--- config.mk ---
export PLATFORM = sky130hd
export DESIGN_NAME = seven_seg_scan
export DESIGN_NICKNAME = d
export VERILOG_FILES = /design/src/rtl/seven_seg_scan.sv
export SDC_FILE = /design/constraint.sdc
export NUM_CORES = 1
export LEC_CHECK = 0
export CELL_PAD_IN_SITES_DETAIL_PLACEMENT = 1
export CELL_PAD_IN_SITES_GLOBAL_PLACEMENT = 1
export CORE_MARGIN = 1.5
export CORE_UTILIZATION = 35
export CTS_CLUSTER_SIZE = 20
export DETAILED_ROUTE_END_ITERATION = 8
export PLACE_DENSITY_LB_ADDON = 0.1
export SYNTH_ARGS = -nofsm -noshare
export SYNTH_HDL_FRONTEND = slang
export SYNTH_SLANG_ARGS = --single-unit
export TNS_END_PERCENT = 20
--- constraint.sdc ---
create_clock -name clk -period 2.22 [get_ports clk]
set_clock_uncertainty 0.2 [all_clocks]
set_input_delay 0.444 -clock clk [delete_from_list [all_inputs] [get_ports clk]]
set_output_delay 0.444 -clock clk [all_outputs]
set_load 0.01 [all_outputs]
--- src/rtl/seven_seg_scan.sv ---
// Time-multiplexed driver for an active-low 8-digit seven-segment display, fed by six BCD clock digits.
// Optional blinking hh.mm.ss separators on dp when SEVSEG_DP_SEPARATOR_EN is defined.
module seven_seg_scan #(
  parameter int CLK_HZ      = 100000000,
  parameter int REFRESH_DIV = 100000
) (
  input  logic       clk,
  input  logic       reset,
  input  logic       blank,
  input  logic [5:0] hrstens,
  input  logic [5:0] hrsones,
  input  logic [5:0] mintens,
  input  logic [5:0] minones,
  input  logic [5:0] sectens,
  input  logic [5:0] secones,
  output logic [7:0] an,
  output logic [6:0] seg,
  output logic       dp
);

  localparam int RW = (REFRESH_DIV > 1) ? $clog2(REFRESH_DIV) : 1;
  localparam logic [RW-1:0] RCNT_TC = RW'(REFRESH_DIV - 1);

  if (REFRESH_DIV < 2) begin : g_bad_refresh_div
    $error("seven_seg_scan: REFRESH_DIV must be >= 2");
  end
  if (CLK_HZ < 2) begin : g_bad_clk_hz
    $error("seven_seg_scan: CLK_HZ must be >= 2");
  end

  logic [RW-1:0] rcnt;
  logic [2:0]    idx;
  logic [5:0]    sh_hrstens, sh_hrsones, sh_mintens, sh_minones, sh_sectens, sh_secones;
  logic          rcnt_tc;
  logic          frame_wrap;
  logic [5:0]    cur_digit;
  logic [7:0]    an_next;
  logic [6:0]    seg_next;
  logic          dp_next;

  assign rcnt_tc    = (rcnt == RCNT_TC);
  assign frame_wrap = rcnt_tc && (idx == 3'd5);

  always_ff @(posedge clk) begin
    if (reset) begin
      rcnt       <= '0;
      idx        <= 3'd0;
      sh_hrstens <= '0;
      sh_hrsones <= '0;
      sh_mintens <= '0;
      sh_minones <= '0;
      sh_sectens <= '0;
      sh_secones <= '0;
    end else begin
      rcnt <= rcnt_tc ? '0 : rcnt + 1'b1;
      if (rcnt_tc) begin
        idx <= (idx == 3'd5) ? 3'd0 : idx + 3'd1;
      end
      // Snapshot once per frame so a frame never mixes two clock values
      if (frame_wrap) begin
        sh_hrstens <= hrstens;
        sh_hrsones <= hrsones;
        sh_mintens <= mintens;
        sh_minones <= minones;
        sh_sectens <= sectens;
        sh_secones <= secones;
      end
    end
  end

  always_comb begin
    cur_digit = sh_secones;
    case (idx)
      3'd0:    cur_digit = sh_secones;
      3'd1:    cur_digit = sh_sectens;
      3'd2:    cur_digit = sh_minones;
      3'd3:    cur_digit = sh_mintens;
      3'd4:    cur_digit = sh_hrsones;
      3'd5:    cur_digit = sh_hrstens;
      default: cur_digit = sh_secones;
    endcase
  end

  // Segment order {g,f,e,d,c,b,a}, 0 = lit
  always_comb begin
    seg_next = 7'b0111111;
    case (cur_digit)
      6'd0:    seg_next = 7'b1000000;
      6'd1:    seg_next = 7'b1111001;
      6'd2:    seg_next = 7'b0100100;
      6'd3:    seg_next = 7'b0110000;
      6'd4:    seg_next = 7'b0011001;
      6'd5:    seg_next = 7'b0010010;
      6'd6:    seg_next = 7'b0000010;
      6'd7:    seg_next = 7'b1111000;
      6'd8:    seg_next = 7'b0000000;
      6'd9:    seg_next = 7'b0010000;
      default: seg_next = 7'b0111111;
    endcase
  end

  always_comb begin
    an_next = blank ? 8'hFF : ~(8'h01 << idx);
  end

`ifdef SEVSEG_DP_SEPARATOR_EN
  localparam int BLINK_DIV = CLK_HZ / 2;
  localparam int BW = (BLINK_DIV > 1) ? $clog2(BLINK_DIV) : 1;
  localparam logic [BW-1:0] BLINK_LOAD = BW'(BLINK_DIV - 1);

  logic [BW-1:0] bcnt;
  logic          blink_phase;

  always_ff @(posedge clk) begin
    if (reset) begin
      bcnt        <= BLINK_LOAD;
      blink_phase <= 1'b0;
    end else if (bcnt == '0) begin
      bcnt        <= BLINK_LOAD;
      blink_phase <= ~blink_phase;
    end else begin
      bcnt <= bcnt - 1'b1;
    end
  end

  // Separators sit after the minutes and hours digits
  always_comb begin
    dp_next = ~(((idx == 3'd2) || (idx == 3'd4)) && !blink_phase);
  end
`else
  always_comb begin
    dp_next = 1'b1;
  end
`endif

  always_ff @(posedge clk) begin
    if (reset) begin
      an  <= 8'hFF;
      seg <= 7'h7F;
      dp  <= 1'b1;
    end else begin
      an  <= an_next;
      seg <= seg_next;
      dp  <= dp_next;
    end
  end

endmodule

==> results of run 1 <==
state kept, by name, summed over array words and instances, names as in the netlist:
signal / flops
an: 8
sh_secones: 6
idx: 3
seg: 7
sh_minones: 6
sh_hrstens: 6
sh_hrsones: 6
sh_sectens: 6
rcnt: 17
sh_mintens: 6
metal layers:
| metal | share of wire (%) | GRT usage (%) | vias to the layer above |
|---|---|---|---|
| met3 | 2.8 | 3.40 | 6 |
| met2 | 45 | 28.3 | 44 |
| met4 | 0.99 | 6.52 | 0 |
| li1 | - | - | 1345 |
| met5 | 0 | 0 | - |
| met1 | 51 | 24.4 | 1259 |
power groups by stage:
stage | combinational [mW] | sequential [mW] | clock (mW)
final | 0.134 | 1.29 | 0.858
after global routing | 0.146 | 1.29 | 0.957
after CTS | 0.136 | 1.29 | 0.893
after detailed placement | 0.136 | 1.32 | 0
after global placement | 0.135 | 1.32 | 0
after floorplan | 0.0346 | 1.32 | 0
synthesized netlist by cell type, drive strengths merged, types with 3 or more instances:
| master | n | area share (%) |
|---|---|---|
| o21ai | 10 | 1.6 |
| nand2 | 83 | 11 |
| clkbuf | 8 | 0.99 |
| nand4 | 3 | 0.62 |
| mux2i | 3 | 0.99 |
| a21oi | 49 | 9.5 |
| or3 | 4 | 0.82 |
| nor3 | 7 | 1.3 |
| xor2 | 6 | 1.7 |
| dfxtp | 71 | 47 |
| buf | 11 | 2.8 |
| inv | 10 | 1.2 |
| nand3 | 18 | 3.1 |
| nor2 | 22 | 2.7 |
| o211a | 3 | 0.99 |
| or2 | 3 | 0.62 |
| ha | 6 | 2.5 |
| xnor2 | 6 | 1.7 |
| and3 | 5 | 1.1 |
worst max-delay path, stage by stage, from the launching register on:
cell and delay, ns:
dfxtp_1 0.33, inv_1 0.10, nor2_2 0.07, ha_4 0.18
a32o_1 0.20, o32a_1 0.41, buf_4 0.17, ha_1 0.17
o21ai_1 0.12, o21ai_1 0.07
kinds of logic (layout without fill, tap and decap cells):
logic type | Yosys count | in the layout | synth area share (%)
AND/OR/NAND/NOR | 153 | 153 | 23.7
AO/OA/AOI/OAI | 82 | 82 | 17.6
flip-flops | 71 | 71 | 46.7
buffers and inverters | 29 | 101 | 5.01
XOR/XNOR | 12 | 12 | 3.45
adder cells (fa/ha/maj) | 6 | 6 | 2.46
multiplexers | 3 | 3 | 0.986
other | 1 | 1 | 0.123
through the flow:
step / utilization, % / setup TNS, ns
detailed placement: 44.9 / -0.0507
global placement: 44.9 / 0
floorplan: - / 0
finish: 47.4 / 0
CTS: 46.9 / 0
global route: 47.4 / -0.00161
worst max-delay path by stage:
stage           start  endpoint  slack [ns]
5_1_grt        idx[2]    seg[4]      -0.002
4_1_cts        idx[0]    seg[4]        0.02
6_report       idx[1]    seg[5]        0.11
3_5_place_dp   idx[0]    seg[4]       -0.05
2_1_floorplan  idx[1]    seg[4]        0.02
3_3_place_gp   idx[0]    seg[3]        0.11
cell type report:
cell class | count | area (sq um)
fillers | 1004 | 4380
multi-input cells | 257 | 1500
flip-flops and latches | 71 | 1420
repair buffers | 75 | 703
clock buffers | 12 | 135
well taps | 105 | 131
inverters | 10 | 37.5
clock inverters | 4 | 22.5
what timing repair did:
item | 4_1_cts | 5_1_grt
buffers inserted | 1 | 2
endpoints found under the setup margin | 5 | 6
hold buffers | 0 | 0
resized for setup | 2 | 8
pin swaps | 1 | 3
==> results.ini, run 1 <==
[cells_and_area]
diodes = 0
design_area_sq_um = 3960
layout_commonest_cell = nand2_1
drive_gt1_share_pct = 17.0
nets = 469
area_growth_pct = 29.9
instances_no_fill = 534
final_cell_mix = nand2_1, dfxtp_1, clkdlybuf4s50_1

[drt]
drc = 0
drt-initial-drc-count = 94
drt_wl_total_microns = 7790
drtAntennaViolNets = 0
drtPass1Iterations = 4
via_per_inst = 4.97
wire_per_inst_microns = 14.6
vias = 2654

[timing]
fin_ws_ns = 0.105
worstMarginPinSlew_ns = 0.542
slew_headroom_pct = 63.8
min_period_ns = 2.11
slew_violations = 0
max_freq_mhz = 473
setup_viol = 0
finalCritPeriodShare_pct = 95.3
holdWs_ns = 0.256
hold_viol = 0

[power_and_ir_drop]
p_comb_share_pct = 5.9
seq_power_share_pct = 56.5
p_sw_share_pct = 22.4
max-vdd-ir-drop_mv = 0.283
p_sw_mw = 0.512
power_leakage_nw = 1.37
powerDensity_nw_per_um2 = 577
finalPower_mw = 2.28
power.internal_mw = 1.77
clockPowerShare_pct = 37.6

[hold_path]
min_path_type = reg -> reg
worstHoldStart = sh_minones[1]
hold_depth = 2
min_to = sh_minones[1]

[clocking]
clk_path_buf_depth = 2
clkSlewWorstSetupHoldPaths_ns = 0.07
htreeDepth = 3
cts_tree = built
cts_made_buffers = 9
cts_root_buf = clkbuf_8
numClockSinks = 71
clkLatencyLatePin_ns = 0.33

[yosys]
synthCells = 357
ys_seq_area_share_pct = 46.7
synth-main-ff-cell = dfxtp_1
ys_seq_elements = 71
synth_edf_count = 0
syn-cell-area_sq_um = 3050
synth_nets = 402
postSynth.asyncResetShare_pct = 0
avgSynthCellArea_sq_um = 8.53
synth_warnings = 0
synth.distinct_cells = 51

[place]
place_congestion = 0.812
place_inst = 515
dpl-instance-area_sq_um = 3740
portBuffers = 53
pre_cts_ws_ns = -0.0504
dpl.hpwl_microns = 5680

[setup_path]
start_kind = flip-flop
reg2reg_depth = 9
crit_required_ns = 2.23
critPathArrivalTime_ns = 2.13
rr_endpoint = seg[5]
path_max_fanout = 6
rr_startpoint = idx[1]
critPathKind = reg -> reg
ff2ff_setup_slack_ns = 0.11
critPathCaptureType = flip-flop

[grt]
grt_first_pass_wirelength_microns = 12500
overflow = 0
grt_max_degree = 37
grt_use_total_pct = 18.0
grt_pass1_vias = 2593
antenna_found_initial = 0

[die]
core_area_sq_um = 8340
io_pins = 55
dieArea_sq_um = 9270
die_w_microns = 96.3
initial_core_util_pct = 36.5
row_count = 33
fp.dieH_microns = 96.3

[status]
status = complete, no violations

[run]
maxCapViolCount = 0

No activity file was read; power rests on OpenSTA's default activity.
==> run 2: changes to the inputs <==
CORE_MARGIN = unset   (was 1.5)
GPL_TIMING_DRIVEN = 0   (was unset)
==> results.ini, run 2 (synthesis gave the netlist of run 1 again) <==
[die]
die_w_microns = 95.3  ; was 96.3 microns
fp.dieH_microns = 95.3  ; was 96.3 microns
io_pins = 55  ; unchanged
core_area_sq_um = 8340  ; unchanged
dieArea_sq_um = 9080  ; was 9270 sq um
initial_core_util_pct = 36.5  ; unchanged
row_count = 33  ; unchanged

[power_and_ir_drop]
powerDensity_nw_per_um2 = 548  ; was 577 nW/um^2
p_sw_mw = 0.522  ; was 0.512 mW
max-vdd-ir-drop_mv = 0.232  ; was 0.283 mV
p_comb_share_pct = 6.0  ; was 5.9%
clockPowerShare_pct = 36.9  ; was 37.6%
finalPower_mw = 2.26  ; was 2.28 mW
power_leakage_nw = 1.43  ; was 1.37 nW
seq_power_share_pct = 57.1  ; was 56.5%
p_sw_share_pct = 23.1  ; was 22.4%
power.internal_mw = 1.74  ; was 1.77 mW

[setup_path]
crit_required_ns = 2.25  ; was 2.23 ns
critPathKind = reg -> reg  ; unchanged
path_max_fanout = 10  ; was 6
cp_cell_sequence = inv_2, ha_4, a32o_1, o32a_1, a21oi_2, o21a_1, o211ai_1  ; was inv_1, nor2_2, ha_4, a32o_1, o32a_1, buf_4, ha_1, o21ai_1, o21ai_1
critPathArrivalTime_ns = 2.24  ; was 2.13 ns
start_kind = flip-flop  ; unchanged
slowest_stage = dfxtp_2  ; was o32a_1
critical-path-max-stage-delay_ns = 0.38  ; was 0.41 ns
critPathCaptureType = flip-flop  ; unchanged

[grt]
grt_max_degree = 11  ; was 37
grt_use_total_pct = 19.2  ; was 18.0%
grt_pass1_vias = 2661  ; was 2593
grt_first_pass_wirelength_microns = 13100  ; was 12500 microns
antenna_found_initial = 0  ; unchanged
overflow = 0  ; unchanged

[cells_and_area]
largestRegisters = rcnt x17, an x8, seg x7  ; unchanged
diodes = 0  ; unchanged
largest_register_ffs = 17  ; unchanged
top_register = rcnt  ; unchanged
final_core_util_pct = 49.5  ; was 47.4%
fillers = 984  ; was 1004
instances_no_fill = 544  ; was 534
area_growth_pct = 35.5  ; was 29.9%
nets = 483  ; was 469
layout_commonest_cell = nand2_1  ; unchanged
drive_gt1_share_pct = 23.0  ; was 17.0%
final_cell_mix = nand2_1, dfxtp_1, clkdlybuf4s50_1  ; unchanged

[timing]
slew_headroom_pct = 53.6  ; was 63.8%
hold_viol = 0  ; unchanged
fin_ws_ns = 0.0139  ; was 0.105 ns
finalCritPeriodShare_pct = 99.4  ; was 95.3%
rsz0062_at_grt = true
setup_viol = 0  ; unchanged
min_period_ns = 2.21  ; was 2.11 ns
max_freq_mhz = 453  ; was 473 MHz
slew_violations = 0  ; unchanged
worstMarginPinSlew_ns = 0.697  ; was 0.542 ns

[clocking]
clk_path_buf_depth = 2  ; unchanged
ctsHoldBuffers = 0  ; unchanged
numClockSinks = 71  ; unchanged
cts_tree = built  ; unchanged
clkLatencyLatePin_ns = 0.35  ; was 0.33 ns
clkSlewWorstSetupHoldPaths_ns = 0.07  ; about the same
cts_root_buf = clkbuf_8  ; unchanged
htreeDepth = 3  ; unchanged
cts_made_buffers = 9  ; unchanged

[drt]
vias = 2774  ; was 2654
drtPass1Iterations = 4  ; unchanged
drt_wl_total_microns = 8140  ; was 7790 microns
via_per_inst = 5.10  ; was 4.97
drtAntennaViolNets = 0  ; unchanged
drt-initial-drc-count = 73  ; was 94
wire_per_inst_microns = 15.0  ; was 14.6 microns
drc = 0  ; unchanged

[status]
status = complete, no violations  ; unchanged

[place]
portBuffers = 52  ; was 53
place_inst = 514  ; was 515
pre_cts_ws_ns = -0.432  ; was -0.0504 ns
place_congestion = 0.740  ; was 0.812
dpl.hpwl_microns = 5900  ; was 5680 microns

[run]
maxCapViolCount = 0  ; unchanged

[hold_path]
min_path_type = reg -> reg  ; unchanged

run 2: stage by stage:
| step | setup TNS (ns) | hold slack, ns | area (sq um) |
|---|---|---|---|
| after floorplan | 0 | 0.227 | 3050 |
| after global routing | -0.421 | 0.280 | 4130 |
| after global placement | -16.11 | 0.239 | 3700 |
| final | 0 | 0.252 | 4130 |
| after CTS | -0.0135 | 0.258 | 3950 |
| after detailed placement | -17.22 | 0.248 | 3700 |
run 2: area by class of cell:
cell class / instances / area (sq um) / share of cell area (%)
plain buffers: 18 / 138 / 3.33
clock inverters: 3 / 15.0 / 0.364
multi-input cells: 257 / 1580 / 38.3
inverters: 10 / 45.0 / 1.09
well taps: 105 / 131 / 3.18
repair buffers: 71 / 663 / 16.1
clock buffers: 9 / 124 / 3.00
flip-flops and latches: 71 / 1430 / 34.7
run 2: timing repair:
action,in CTS,in global routing
resized for setup,22,34
endpoints found under the setup margin,53,47
pin swaps,3,8
gates cloned,0,0
setup buffers,8,11
run 2: worst paths after layout:
path,slack (ns),cells after the start,to,start
min reg2reg,0.25,2,sh_minones[1],sh_minones[1]
min,0.25,2,sh_minones[1],sh_minones[1]
max reg2reg,0.01,7,seg[3],idx[2]
max,0.01,7,seg[3],idx[2]
run 2: metal layers:
metal  vias to the layer above  routed length (microns)  global-route usage (%)
met5                         -                        0                       0
met4                         0                      106                    6.69
met3                        10                      291                    4.55
met2                        60                     3790                    29.0
met1                      1328                     3950                    26.4
li1                       1376                        -                       -
run 2: power by group through the flow:
stage                     registers (mW)  logic (mW)  clock network [mW]
final                               1.29       0.136               0.835
after global routing                1.29       0.148               0.912
after CTS                           1.29       0.134               0.847
after detailed placement            1.32       0.133                   0
after global placement              1.32       0.132                   0
after floorplan                     1.32      0.0346                   0
run 2: critical path, delay by kind of cell (launching register included):
| kind | cells | cell delay, ns |
|---|---|---|
| compound gates | 5 | 1.15 |
| flops | 1 | 0.38 |
| fa+ha+maj | 1 | 0.22 |
| buf+inv | 1 | 0.13 |
